File: config.mk
export PLATFORM = sky130hd
export DESIGN_NAME = fifo_wptr_full
export DESIGN_NICKNAME = d
export VERILOG_FILES = /design/src/rtl/fifo_pkg.sv /design/src/rtl/fifo_sync_r2w.sv /design/src/rtl/fifo_wptr_full.sv
export SDC_FILE = /design/constraint.sdc
export NUM_CORES = 1
export LEC_CHECK = 0
export BUFFER_PORTS_ARGS = -buffer_cell sky130_fd_sc_hd__buf_2
export CAP_MARGIN = 20
export CORE_MARGIN = 2
export CORE_UTILIZATION = 45
export DETAILED_ROUTE_END_ITERATION = 8
export PLACE_DENSITY = 0.73
export RECOVER_POWER = 25
export SYNTH_ARGS = -nofsm -noshare
export SYNTH_HDL_FRONTEND = slang
export SYNTH_HIERARCHICAL = 1
export SYNTH_SLANG_ARGS = --single-unit
File: constraint.sdc
create_clock -name wclk -period 4.3 [get_ports wclk]
set_clock_uncertainty 0.05 [all_clocks]
set_input_delay 0.43 -clock wclk [delete_from_list [all_inputs] [get_ports wclk]]
set_output_delay 0.43 -clock wclk [all_outputs]
set_load 0.05 [all_outputs]
File: src/rtl/fifo_pkg.sv
// Shared async-FIFO definitions: default pointer width and Gray/binary conversion helpers.
// Helpers work on 32-bit zero-extended values so any pointer width up to 32 bits can use them.
package fifo_pkg;

  localparam int ADDR_SIZE_DEF = 4;
  localparam int PTR_W         = ADDR_SIZE_DEF + 1;

  function automatic logic [31:0] bin2gray(input logic [31:0] b);
    return b ^ (b >> 1);
  endfunction

  function automatic logic [31:0] gray2bin(input logic [31:0] g);
    logic [31:0] b;
    b[31] = g[31];
    for (int i = 30; i >= 0; i--) begin
      b[i] = b[i+1] ^ g[i];
    end
    return b;
  endfunction

endpackage

File: src/rtl/fifo_sync_r2w.sv
// Two-flop synchronizer bringing a Gray pointer into the local clock domain.
// Parameterised on width so the read side can mirror it.
module fifo_sync_r2w
  import fifo_pkg::*;
#(
  parameter int WIDTH = PTR_W
) (
  input  logic             clk,
  input  logic             rst,
  input  logic [WIDTH-1:0] d,
  output logic [WIDTH-1:0] q
);

  logic [WIDTH-1:0] q1_q, q1_d;
  logic [WIDTH-1:0] q2_q, q2_d;

  always_comb begin
    q1_d = d;
    q2_d = q1_q;
  end

  always_ff @(posedge clk) begin
    if (rst) begin
      q1_q <= '0;
      q2_q <= '0;
    end else begin
      q1_q <= q1_d;
      q2_q <= q2_d;
    end
  end

  assign q = q2_q;

endmodule

File: src/rtl/fifo_wptr_full.sv
// Write-side pointer, full/almost-full flags and fill level for the async FIFO.
// Define FIFO_WOVERFLOW_EN to add the sticky woverflow output.
module fifo_wptr_full
  import fifo_pkg::*;
#(
  parameter int          ADDR_SIZE    = 4,
  parameter int unsigned AFULL_THRESH = 12
) (
  input  logic                 wclk,
  input  logic                 wrst,
  input  logic                 winc,
  input  logic [ADDR_SIZE:0]   rptr,
  output logic [ADDR_SIZE-1:0] waddr,
  output logic [ADDR_SIZE:0]   wptr,
  output logic                 wfull,
  output logic                 walmost_full,
`ifdef FIFO_WOVERFLOW_EN
  output logic                 woverflow,
`endif
  output logic [ADDR_SIZE:0]   wlevel
);

  localparam int PW = ADDR_SIZE + 1;

  logic [PW-1:0] wq2_rptr;
  logic [PW-1:0] wbin_q, wbin_d;
  logic [PW-1:0] wptr_q, wptr_d;
  logic [PW-1:0] wlevel_q, wlevel_d;
  logic          wfull_q, wfull_d;
  logic          walmost_full_q, walmost_full_d;
  logic          wen;
  logic [PW-1:0] rbin_sync;
  logic [PW-1:0] full_cmp;

  fifo_sync_r2w #(.WIDTH(PW)) u_sync_r2w (
    .clk (wclk),
    .rst (wrst),
    .d   (rptr),
    .q   (wq2_rptr)
  );

  // Full when the next write pointer is a whole lap ahead of the synchronized read pointer.
  always_comb begin
    wen            = winc & ~wfull_q;
    wbin_d         = wbin_q + PW'(wen);
    wptr_d         = PW'(bin2gray(32'(wbin_d)));
    full_cmp       = {~wq2_rptr[PW-1:PW-2], wq2_rptr[PW-3:0]};
    wfull_d        = (wptr_d == full_cmp);
    rbin_sync      = PW'(gray2bin(32'(wq2_rptr)));
    wlevel_d       = wbin_d - rbin_sync;
    walmost_full_d = (32'(wlevel_d) >= AFULL_THRESH);
  end

  always_ff @(posedge wclk) begin
    if (wrst) begin
      wbin_q         <= '0;
      wptr_q         <= '0;
      wlevel_q       <= '0;
      wfull_q        <= 1'b0;
      walmost_full_q <= 1'b0;
    end else begin
      wbin_q         <= wbin_d;
      wptr_q         <= wptr_d;
      wlevel_q       <= wlevel_d;
      wfull_q        <= wfull_d;
      walmost_full_q <= walmost_full_d;
    end
  end

`ifdef FIFO_WOVERFLOW_EN
  logic woverflow_q, woverflow_d;

  always_comb begin
    woverflow_d = woverflow_q | (winc & wfull_q);
  end

  always_ff @(posedge wclk) begin
    if (wrst) begin
      woverflow_q <= 1'b0;
    end else begin
      woverflow_q <= woverflow_d;
    end
  end

  assign woverflow = woverflow_q;
`endif

  assign waddr        = wbin_q[ADDR_SIZE-1:0];
  assign wptr         = wptr_q;
  assign wfull        = wfull_q;
  assign walmost_full = walmost_full_q;
  assign wlevel       = wlevel_q;

endmodule

==> results of run 1 <==
==> cell usage after synthesis (all sizes together) <==
cell / n / area (sq um)
dfxtp: 26 / 521
or4: 1 / 7.51
xnor2: 12 / 105
inv: 6 / 22.5
a21o: 2 / 15.0
ha: 6 / 75.1
a21oi: 3 / 15.0
nand3: 3 / 15.0
clkbuf: 1 / 3.75
nor2: 12 / 45.0
o2bb2ai: 1 / 8.76
or3: 1 / 6.26
xor2: 8 / 77.6
fa: 1 / 20.0
nor2b: 13 / 81.3
==> sequential cells by signal (all words and copies together) (netlist names) <==
| name | cells |
|---|---|
| u_sync_r2w/q | 5 |
| u_sync_r2w/q1_q | 5 |
| walmost_full | 1 |
| wbin_q | 5 |
| wfull | 1 |
| wlevel | 5 |
| wptr | 4 |
==> final timing paths <==
check	from	to	slack, ns	cells past startpoint
max	u_sync_r2w/q[4]$_SDFF_PP0_	walmost_full$_SDFF_PP0_	1.67	11
min	rptr[4]	u_sync_r2w/q1_q[4]$_SDFF_PP0_	0.26	2
max reg2reg	u_sync_r2w/q[4]$_SDFF_PP0_	walmost_full$_SDFF_PP0_	1.67	11
min reg2reg	u_sync_r2w/q1_q[4]$_SDFF_PP0_	u_sync_r2w/q[4]$_SDFF_PP0_	0.40	1
==> power groups by stage <==
stage | Clock (mW) | Combinational [mW] | Sequential, mW
6_report | 0.164 | 0.168 | 0.270
5_1_grt | 0.174 | 0.182 | 0.273
4_1_cts | 0.166 | 0.171 | 0.271
3_5_place_dp | 0 | 0.169 | 0.276
3_3_place_gp | 0 | 0.167 | 0.275
2_1_floorplan | 0 | 0.0683 | 0.341
==> logic make-up after synthesis <==
family	Yosys count	share of synthesized area, %
buf+inv	7	2.58
compound gates	6	3.81
simple gates	30	15.2
xor+xnor	20	17.9
flops	26	51.1
fa+ha+maj	7	9.34
==> through the flow <==
stage	utilization, %	cell area [sq um]
finish	56.1	1220
global route	56.1	1220
global placement	53.7	1160
detailed placement	53.7	1160
floorplan	-	1020
CTS	56.1	1220
==> final cells by class <==
class	instances	area share, %
inverter	6	1.85
tap	28	2.88
clock inverter	1	2.47
sequential	26	42.8
multi-input combinational	63	38.8
timing repair buffer	23	9.36
clock buffer	3	1.85
==> cells in the final DEF (no fill, tap or decap), types with 2 or more instances in the layout <==
cell,instances
xnor2_1,12
inv_1,6
dfxtp_1,26
nor2b_1,13
ha_1,6
nand3_1,3
clkbuf_4,3
nor2_1,12
a21o_1,2
xor2_1,7
buf_2,22
a21oi_1,3
==> metal layers <==
metal | global-route usage (%) | vias up
met5 | 0 | -
met3 | 2.59 | 5
li1 | - | 354
met4 | 9.21 | 0
met2 | 26.1 | 20
met1 | 12.0 | 338
==> results.sh, run 1 <==
export IMPL_status="complete, no violations"
export IMPL_top_layer_used="met4"
export IMPL_wl_um=1560
export IMPL_hold_worst_slack_ns=0.258
export IMPL_p_per_area_mw_per_mm2=495
export IMPL_cts_path_max_buffers=2
export IMPL_syn_inst=96
export IMPL_comb_power_share_pct=28.0
export IMPL_syn_nets=111
export IMPL_swShare_pct=31.6
export IMPL_setup_ws_ns=1.67
export IMPL_power_frac_clock_pct=27.2
export IMPL_p_leak_nw=0.567
export IMPL_max_stage_delay_ns=0.35
export IMPL_antenna_found_initial=0
export IMPL_placedCellCount=146
export IMPL_cts_setup_buffers=0
export IMPL_cp_required_ns=4.44
export IMPL_crit_top_cell="xor2_1"
export IMPL_slew_headroom_pct=32.2
export IMPL_maxCapViolations=0
export IMPL_crit_type="flop to flop"
export IMPL_rows=17
export IMPL_fp_dieArea_sq_mm=0.00266
export IMPL_path_delay_family="XOR/XNOR gates"
export IMPL_ys_types=16
export IMPL_fin_crit_sh_pct=61.1
export IMPL_p_sw_mw=0.190
export IMPL_worst_pin_slew_ns=1.02
export IMPL_setup_tns_ns=0
export IMPL_start_kind="flop"
export IMPL_clkSinkCount=26
export IMPL_vias=717
export IMPL_finish_net_count=138
export IMPL_finalHoldViolations=0
export IMPL_path_max_fanout=3
export IMPL_grt_max_degree=27
export IMPL_place_congestion=0.770
export IMPL_setup_viol_count_final=0
export IMPL_crit_chain="xnor2_1 > xor2_1 > xor2_1 > xnor2_1 > ha_1 > fa_1 > inv_1 > a21o_1 > a21oi_1 > xor2_1 > o2bb2ai_1"
export IMPL_layoutNonFillerInstCount=150
export IMPL_start_util_pct=46.9
export IMPL_ys_seq_area_share_pct=51.1
export IMPL_routed_wl_met2_um=834
export IMPL_slew_viol_final=0
export IMPL_die_h_um=51.6
export IMPL_coreArea_sq_mm=0.00217
export IMPL_regArea_sq_um=520
export IMPL_cts_hold_buf=0
export IMPL_io_pins=24
export IMPL_cts_tree="yes"
export IMPL_io_buffers=23
export IMPL_period_needed_ns=2.63
export IMPL_nFillCells=215
export IMPL_syn_cell_area_sq_mm=0.00102
export IMPL_timing_fmax_mhz=381
export IMPL_wl_met3_um=72
export IMPL_total_power_mw=0.602
export IMPL_cp_end_kind="flop"
export IMPL_htreeDepth=1
export IMPL_grt_pass1_vias=698
export IMPL_cp_arrival_ns=2.77
export IMPL_synth_seq_cells=26
export IMPL_cts_repair_resized=0
export IMPL_yosysWarnings=6
export IMPL_cts_buffers=3
export IMPL_place_ws_ns=1.72
export IMPL_clk_latency_ns=0.32
export IMPL_cts_root_buf="clkbuf_4"
export IMPL_drt_iter0_drc=5
export IMPL_dpl_hpwl_um=1200
export IMPL_die_x_um=51.6
export IMPL_seq_power_share_pct=44.9
export IMPL_hold_class="input port to flop"
export IMPL_drive_above_1_share_pct=22.1
export IMPL_multi_input_area_sq_um=472
export IMPL_worst_path_buf_inv=1
export IMPL_grt_usage_pct=13.3
export IMPL_avgRoutedWirePerCell_um=10.4
export IMPL_intPower_mw=0.412
export IMPL_synthToLayoutAreaGrowth_pct=19.4
export IMPL_ir_worst_vdd_mv=0.383
export IMPL_grt_pass1_wl_um=2610
export IMPL_rsz0062_at_grt="false"
export IMPL_drt_antenna_violating_nets=0
export IMPL_grt_overflow=0
export IMPL_cp_slowest_cell="dfxtp_1"
export IMPL_diodes=0
export IMPL_synth_area_per_cell_sq_um=10.6
export IMPL_remaining_drc_errors=0
export IMPL_dr_pass1_iters=3
export IMPL_clk_pin_slew_worst_paths_ns=0.13
export IMPL_avgViaCountPerCell=4.78
export IMPL_drt_met1_wl_um=614
Note: power is estimated with default switching activity, not from simulation.
==> run 2: changes to the inputs <==
==> constraint.sdc (replaced) <==
create_clock -name wclk -period 2.7 [get_ports wclk]
set_clock_uncertainty 0.05 [all_clocks]
set_input_delay 0.27 -clock wclk [delete_from_list [all_inputs] [get_ports wclk]]
set_output_delay 0.27 -clock wclk [all_outputs]
set_load 0.05 [all_outputs]
==> results.sh, run 2 (same netlist as run 1, synthesis figures left out) <==
export IMPL_power_frac_clock_pct=21.2
export IMPL_cp_arrival_ns=2.68
export IMPL_place_congestion=0.745
export IMPL_path_max_fanout=3
export IMPL_drt_antenna_violating_nets=0
export IMPL_coreArea_sq_mm=0.00217
export IMPL_diodes=0
export IMPL_ir_worst_vdd_mv=0.347
export IMPL_p_leak_nw=0.575
export IMPL_cp_slowest_cell="dfxtp_2"
export IMPL_seq_power_share_pct=47.7
export IMPL_crit_top_cell="xor2_1"
export IMPL_cts_buffers=3
export IMPL_cp_end_kind="flop"
export IMPL_slew_viol_final=0
export IMPL_finish_net_count=141
export IMPL_worst_path_buf_inv=1
export IMPL_timing_fmax_mhz=397
export IMPL_total_power_mw=0.903
export IMPL_swShare_pct=33.9
export IMPL_io_pins=24
export IMPL_drt_iter0_drc=8
export IMPL_period_needed_ns=2.52
export IMPL_die_h_um=51.6
export IMPL_fin_crit_sh_pct=93.2
export IMPL_maxCapViolations=0
export IMPL_grt_overflow=0
export IMPL_start_util_pct=46.9
export IMPL_placedCellCount=147
export IMPL_avgRoutedWirePerCell_um=10.5
export IMPL_vias=713
export IMPL_clkSinkCount=26
export IMPL_fp_dieArea_sq_mm=0.00266
export IMPL_clk_pin_slew_worst_paths_ns=0.13
export IMPL_rows=17
export IMPL_finalHoldViolations=0
export IMPL_cts_hold_buf=0
export IMPL_dr_pass1_iters=4
export IMPL_crit_type="flop to flop"
export IMPL_worst_pin_slew_ns=0.434
export IMPL_hold_worst_slack_ns=0.0971
export IMPL_cts_path_max_buffers=2
export IMPL_avgViaCountPerCell=4.66
export IMPL_cp_required_ns=2.87
export IMPL_intPower_mw=0.598
export IMPL_p_per_area_mw_per_mm2=727
export IMPL_final_area_sq_mm=0.00124
export IMPL_path_delay_family="XOR/XNOR gates"
export IMPL_htreeDepth=1
export IMPL_placed_area_sq_mm=0.00117
export IMPL_antenna_found_initial=0
export IMPL_layout_common_cells="dfxtp_1, buf_2, nor2b_1"
export IMPL_io_buffers=23
export IMPL_grt_max_degree=27
export IMPL_layoutNonFillerInstCount=153
export IMPL_wl_um=1600
export IMPL_start_kind="flop"
export IMPL_grt_pass1_vias=697
export IMPL_cts_tree="yes"
export IMPL_comb_power_share_pct=31.1
export IMPL_die_x_um=51.6
export IMPL_p_sw_mw=0.306
export IMPL_grt_usage_pct=13.5
export IMPL_dpl_hpwl_um=1220
export IMPL_crit_chain="xnor2_2 > xor2_1 > xor2_1 > xnor2_1 > ha_2 > fa_2 > inv_1 > a21o_1 > a21oi_2 > xor2_1 > o2bb2ai_1"
export IMPL_synthToLayoutAreaGrowth_pct=22.0
export IMPL_remaining_drc_errors=0
export IMPL_status="complete, no violations"
export IMPL_slew_headroom_pct=71.1
export IMPL_clk_latency_ns=0.32
export IMPL_setup_viol_count_final=0
export IMPL_grt_pass1_wl_um=2660
export IMPL_drive_above_1_share_pct=29.6
export IMPL_final_core_util_pct=57.3
export IMPL_cts_root_buf="clkbuf_4"
export IMPL_max_stage_delay_ns=0.36
export IMPL_hold_class="input port to flop"
export IMPL_final_common_cell="dfxtp_1"
run 2: path summary, 6_finish.rpt:
check	depth (start not counted)	startpoint	end	slack [ns]
worst max register to register	11	u_sync_r2w/q[3]$_SDFF_PP0_	walmost_full$_SDFF_PP0_	0.18
worst max-delay path	11	u_sync_r2w/q[3]$_SDFF_PP0_	walmost_full$_SDFF_PP0_	0.18
worst min-delay path	2	rptr[0]	u_sync_r2w/q1_q[0]$_SDFF_PP0_	0.1
worst min register to register	1	u_sync_r2w/q1_q[4]$_SDFF_PP0_	u_sync_r2w/q[4]$_SDFF_PP0_	0.40
run 2: power by group through the flow:
stage,logic [mW],registers (mW),clock network [mW]
floorplan,0.109,0.544,0
finish,0.281,0.431,0.192
CTS,0.272,0.432,0.199
global placement,0.265,0.437,0
detailed placement,0.271,0.440,0
global route,0.305,0.435,0.212
run 2: per-stage QoR:
stage	setup slack, ns	setup TNS [ns]
2_1_floorplan	0.228	0
3_3_place_gp	0.260	0
3_5_place_dp	0.107	0
4_1_cts	0.0842	0
5_1_grt	-0.00997	-0.00997
6_report	0.184	0
run 2: final cells by class:
cell class,instances,area [sq um]
fillers,199,927
flip-flops and latches,26,523
repair buffers,26,138
multi-input cells,63,488
clock buffers,4,36.3
inverters,6,22.5
well taps,28,35.0
run 2: worst register-to-register path, stage by stage, from the launching register on:
cell and delay, ns:
dfxtp_2 0.36, xnor2_2 0.19, xor2_1 0.25, xor2_1 0.30
xnor2_1 0.17, ha_2 0.23, fa_2 0.22, inv_1 0.04
a21o_1 0.18, a21oi_2 0.14, xor2_1 0.19, o2bb2ai_1 0.09
run 2: repair_timing:
action                     CTS  global route
resized for setup            0             6
buffers inserted             0             2
setup endpoints to repair    0             2
run 2: per-layer routing:
metal	routed length, um	global-route usage [%]	up-vias
li1	-	-	359
met1	685	14.2	333
met2	810	25.4	19
met3	77	2.59	2
met4	27	6.58	0
met5	0	0	-
==> run 3: changes to the inputs <==
--- a/config.mk
+++ b/config.mk
@@ -5,12 +5,14 @@
 export SDC_FILE = /design/constraint.sdc
 export NUM_CORES = 1
 export LEC_CHECK = 0
+export ABC_AREA = 1
 export BUFFER_PORTS_ARGS = -buffer_cell sky130_fd_sc_hd__buf_2
 export CAP_MARGIN = 20
 export CORE_MARGIN = 2
 export CORE_UTILIZATION = 45
 export DETAILED_ROUTE_END_ITERATION = 8
-export PLACE_DENSITY = 0.73
+export GPL_ROUTABILITY_DRIVEN = 0
+export PLACE_DENSITY = 0.67
 export RECOVER_POWER = 25
 export SYNTH_ARGS = -nofsm -noshare
 export SYNTH_HDL_FRONTEND = slang
==> results.sh, run 3 <==
export IMPL_cts_buffers=3
export IMPL_grt_overflow=0
export IMPL_maxCapViolations=0
export IMPL_final_common_cell="nand2_1"
export IMPL_start_kind="flop"
export IMPL_htreeDepth=1
export IMPL_ir_worst_vdd_mv=0.435
export IMPL_ys_flop_type="dfxtp_1"
export IMPL_clk_latency_ns=0.32
export IMPL_final_area_sq_mm=0.00138
export IMPL_finalHoldViolations=0
export IMPL_cp_end_kind="flop"
export IMPL_syn_nets=174
export IMPL_remaining_drc_errors=0
export IMPL_p_leak_nw=0.722
export IMPL_cts_path_max_buffers=2
export IMPL_start_util_pct=48.3
export IMPL_setup_tns_ns=0
export IMPL_status="complete, no violations"
export IMPL_hold_class="input port to flop"
export IMPL_cp_slowest_cell="fa_1"
export IMPL_max_stage_delay_ns=0.44
export IMPL_grt_usage_pct=14.9
export IMPL_syn_cell_area_sq_mm=0.00122
export IMPL_synth_edf_count=0
export IMPL_slew_viol_final=0
export IMPL_clk_pin_slew_worst_paths_ns=0.13
export IMPL_io_buffers=23
export IMPL_synth_most_common_cell="nand2_1"
export IMPL_place_ws_ns=0.264
export IMPL_grt_max_degree=23
export IMPL_grt_pass1_vias=956
export IMPL_r2r_start="u_sync_r2w/q[3]$_SDFF_PP0_"
export IMPL_synth_top_area_share_pct=42.7
export IMPL_p_per_area_mw_per_mm2=625
export IMPL_placed_area_sq_mm=0.00135
export IMPL_die_x_um=56.0
export IMPL_io_pins=24
export IMPL_cts_repair_resized=0
export IMPL_nFillCells=250
export IMPL_fin_crit_sh_pct=87.7
export IMPL_yosysWarnings=6
export IMPL_syn_inst=159
export IMPL_crit_path_start="u_sync_r2w/q[3]$_SDFF_PP0_"
export IMPL_cp_arrival_ns=2.55
export IMPL_ys_seq_area_share_pct=42.7
export IMPL_multi_input_area_sq_um=567
export IMPL_cts_root_buf="clkbuf_4"
export IMPL_cts_setup_buffers=0
export IMPL_antenna_found_initial=0
export IMPL_drive_above_1_share_pct=23.5
export IMPL_ys_top_cells_by_count="nand2_1, dfxtp_1, inv_1, nor2_1, nand3_1"
export IMPL_layout_common_cells="nand2_1, inv_1, dfxtp_1"
export IMPL_fp_dieArea_sq_mm=0.00314
export IMPL_synth_area_per_cell_sq_um=7.66
export IMPL_crit_top_cell="nand2_1"
export IMPL_crit_chain="inv_1 > nand2_1 > nand3_1 > nand2_1 > nand2_1 > nand2_2 > xor2_1 > inv_1 > ha_1 > fa_1 > o21bai_1 > a21oi_1 > inv_1 > nand3_1 > nand3_1 > nand2_1"
export IMPL_drt_antenna_violating_nets=0
export IMPL_setup_viol_count_final=0
export IMPL_cts_tree="yes"
export IMPL_path_max_fanout=3
export IMPL_crit_type="flop to flop"
export IMPL_die_h_um=56.0
export IMPL_avgRoutedWirePerCell_um=10.1
export IMPL_timing_fmax_mhz=422
export IMPL_vias=1039
export IMPL_worst_pin_slew_ns=0.910
export IMPL_rows=18
export IMPL_dpl_hpwl_um=1710
export IMPL_coreArea_sq_mm=0.00252
export IMPL_dr_pass1_iters=4
export IMPL_ys_types=20
export IMPL_diodes=0
export IMPL_cp_required_ns=2.88
export IMPL_drt_iter0_drc=30
export IMPL_finish_net_count=199
export IMPL_cts_hold_buf=0
export IMPL_slew_headroom_pct=39.4
export IMPL_min_delay_start="rptr[0]"
export IMPL_synth_seq_cells=26
export IMPL_avgViaCountPerCell=4.88
export IMPL_wl_um=2150
export IMPL_regArea_sq_um=520
export IMPL_ys_async_sr_fraction_pct=0
export IMPL_period_needed_ns=2.37
export IMPL_rsz0062_at_grt="false"
export IMPL_grt_pass1_wl_um=3800
export IMPL_clkSinkCount=26
export IMPL_setup_ws_ns=0.331
export IMPL_synth_top_cells_by_area="dfxtp_1, nand2_1, inv_1"
export IMPL_synthToLayoutAreaGrowth_pct=13.2
export IMPL_synth_top_cell_by_area="dfxtp_1"
## run 3: cell count changes after synthesis, moves of 4 or more
cell / change
nand3_2: +5
inv_1: +20
xor2_1: -5
xnor2_1: -12
nand2_2: +8
nand2_1: +30
nand3_1: +9
nor2b_1: -13
a21oi_1: +5
nor2_1: +8
nand4_1: +4
## run 3: worst paths after layout
| path | slack, ns | end | depth (start not counted) |
|---|---|---|---|
| setup / recovery | 0.33 | walmost_full$_SDFF_PP0_ | 16 |
| hold / removal | 0.08 | u_sync_r2w/q1_q[0]$_SDFF_PP0_ | 3 |
| hold reg to reg | 0.36 | u_sync_r2w/q[1]$_SDFF_PP0_ | 2 |
| setup reg to reg | 0.33 | walmost_full$_SDFF_PP0_ | 16 |
## run 3: cell families (layout without fill, tap and decap cells)
group / Yosys count / in the layout / share of synthesized area (%)
AND/OR/NAND/NOR: 82 / 82 / 32.5
buffers and inverters: 31 / 55 / 10.8
flip-flops: 26 / 26 / 42.7
AO/OA/AOI/OAI: 11 / 11 / 4.72
adder cells (fa/ha/maj): 7 / 7 / 7.80
XOR/XNOR: 2 / 2 / 1.44
## run 3: worst max-delay path, delay by kind of cell (launching register included)
family / cells / cell delay, ns
AND/OR/NAND/NOR: 8 / 0.65
flip-flops: 1 / 0.37
buffers and inverters: 3 / 0.17
adder cells (fa/ha/maj): 2 / 0.64
AO/OA/AOI/OAI: 2 / 0.27
XOR/XNOR: 1 / 0.14
## run 3: cell type report
cell class / instances / share of cell area (%)
inverter: 28 / 7.62
clock buffer: 4 / 2.63
sequential: 26 / 37.7
tap: 30 / 2.72
multi-input combinational: 102 / 41.1
timing repair buffer: 23 / 8.25
## run 3: where the power goes
group	internal (mW)	leakage, nW	total [mW]	switching, mW
Clock	0.0825	0.0210	0.193	0.111
Combinational	0.0665	0.487	0.242	0.175
Sequential	0.416	0.214	0.427	0.0108
## run 3: metal layers
metal,wire length [um],track usage (%),vias up
met3,69,2.09,5
li1,-,-,539
met1,986,17.6,473
met4,42,6.12,0
met5,0,0,-
met2,1050,26.7,22
## run 3: through the flow
step | total power [mW] | utilization (%) | std cells | hold WS [ns]
2_1_floorplan | 0.630 | - | 159 | 0.289
3_3_place_gp | 0.674 | 53.3 | 209 | 0.340
3_5_place_dp | 0.679 | 53.3 | 209 | 0.344
4_1_cts | 0.875 | 54.8 | 213 | 0.0718
5_1_grt | 0.918 | 54.7 | 213 | 0.0677
6_report | 0.862 | 54.7 | 213 | 0.0846
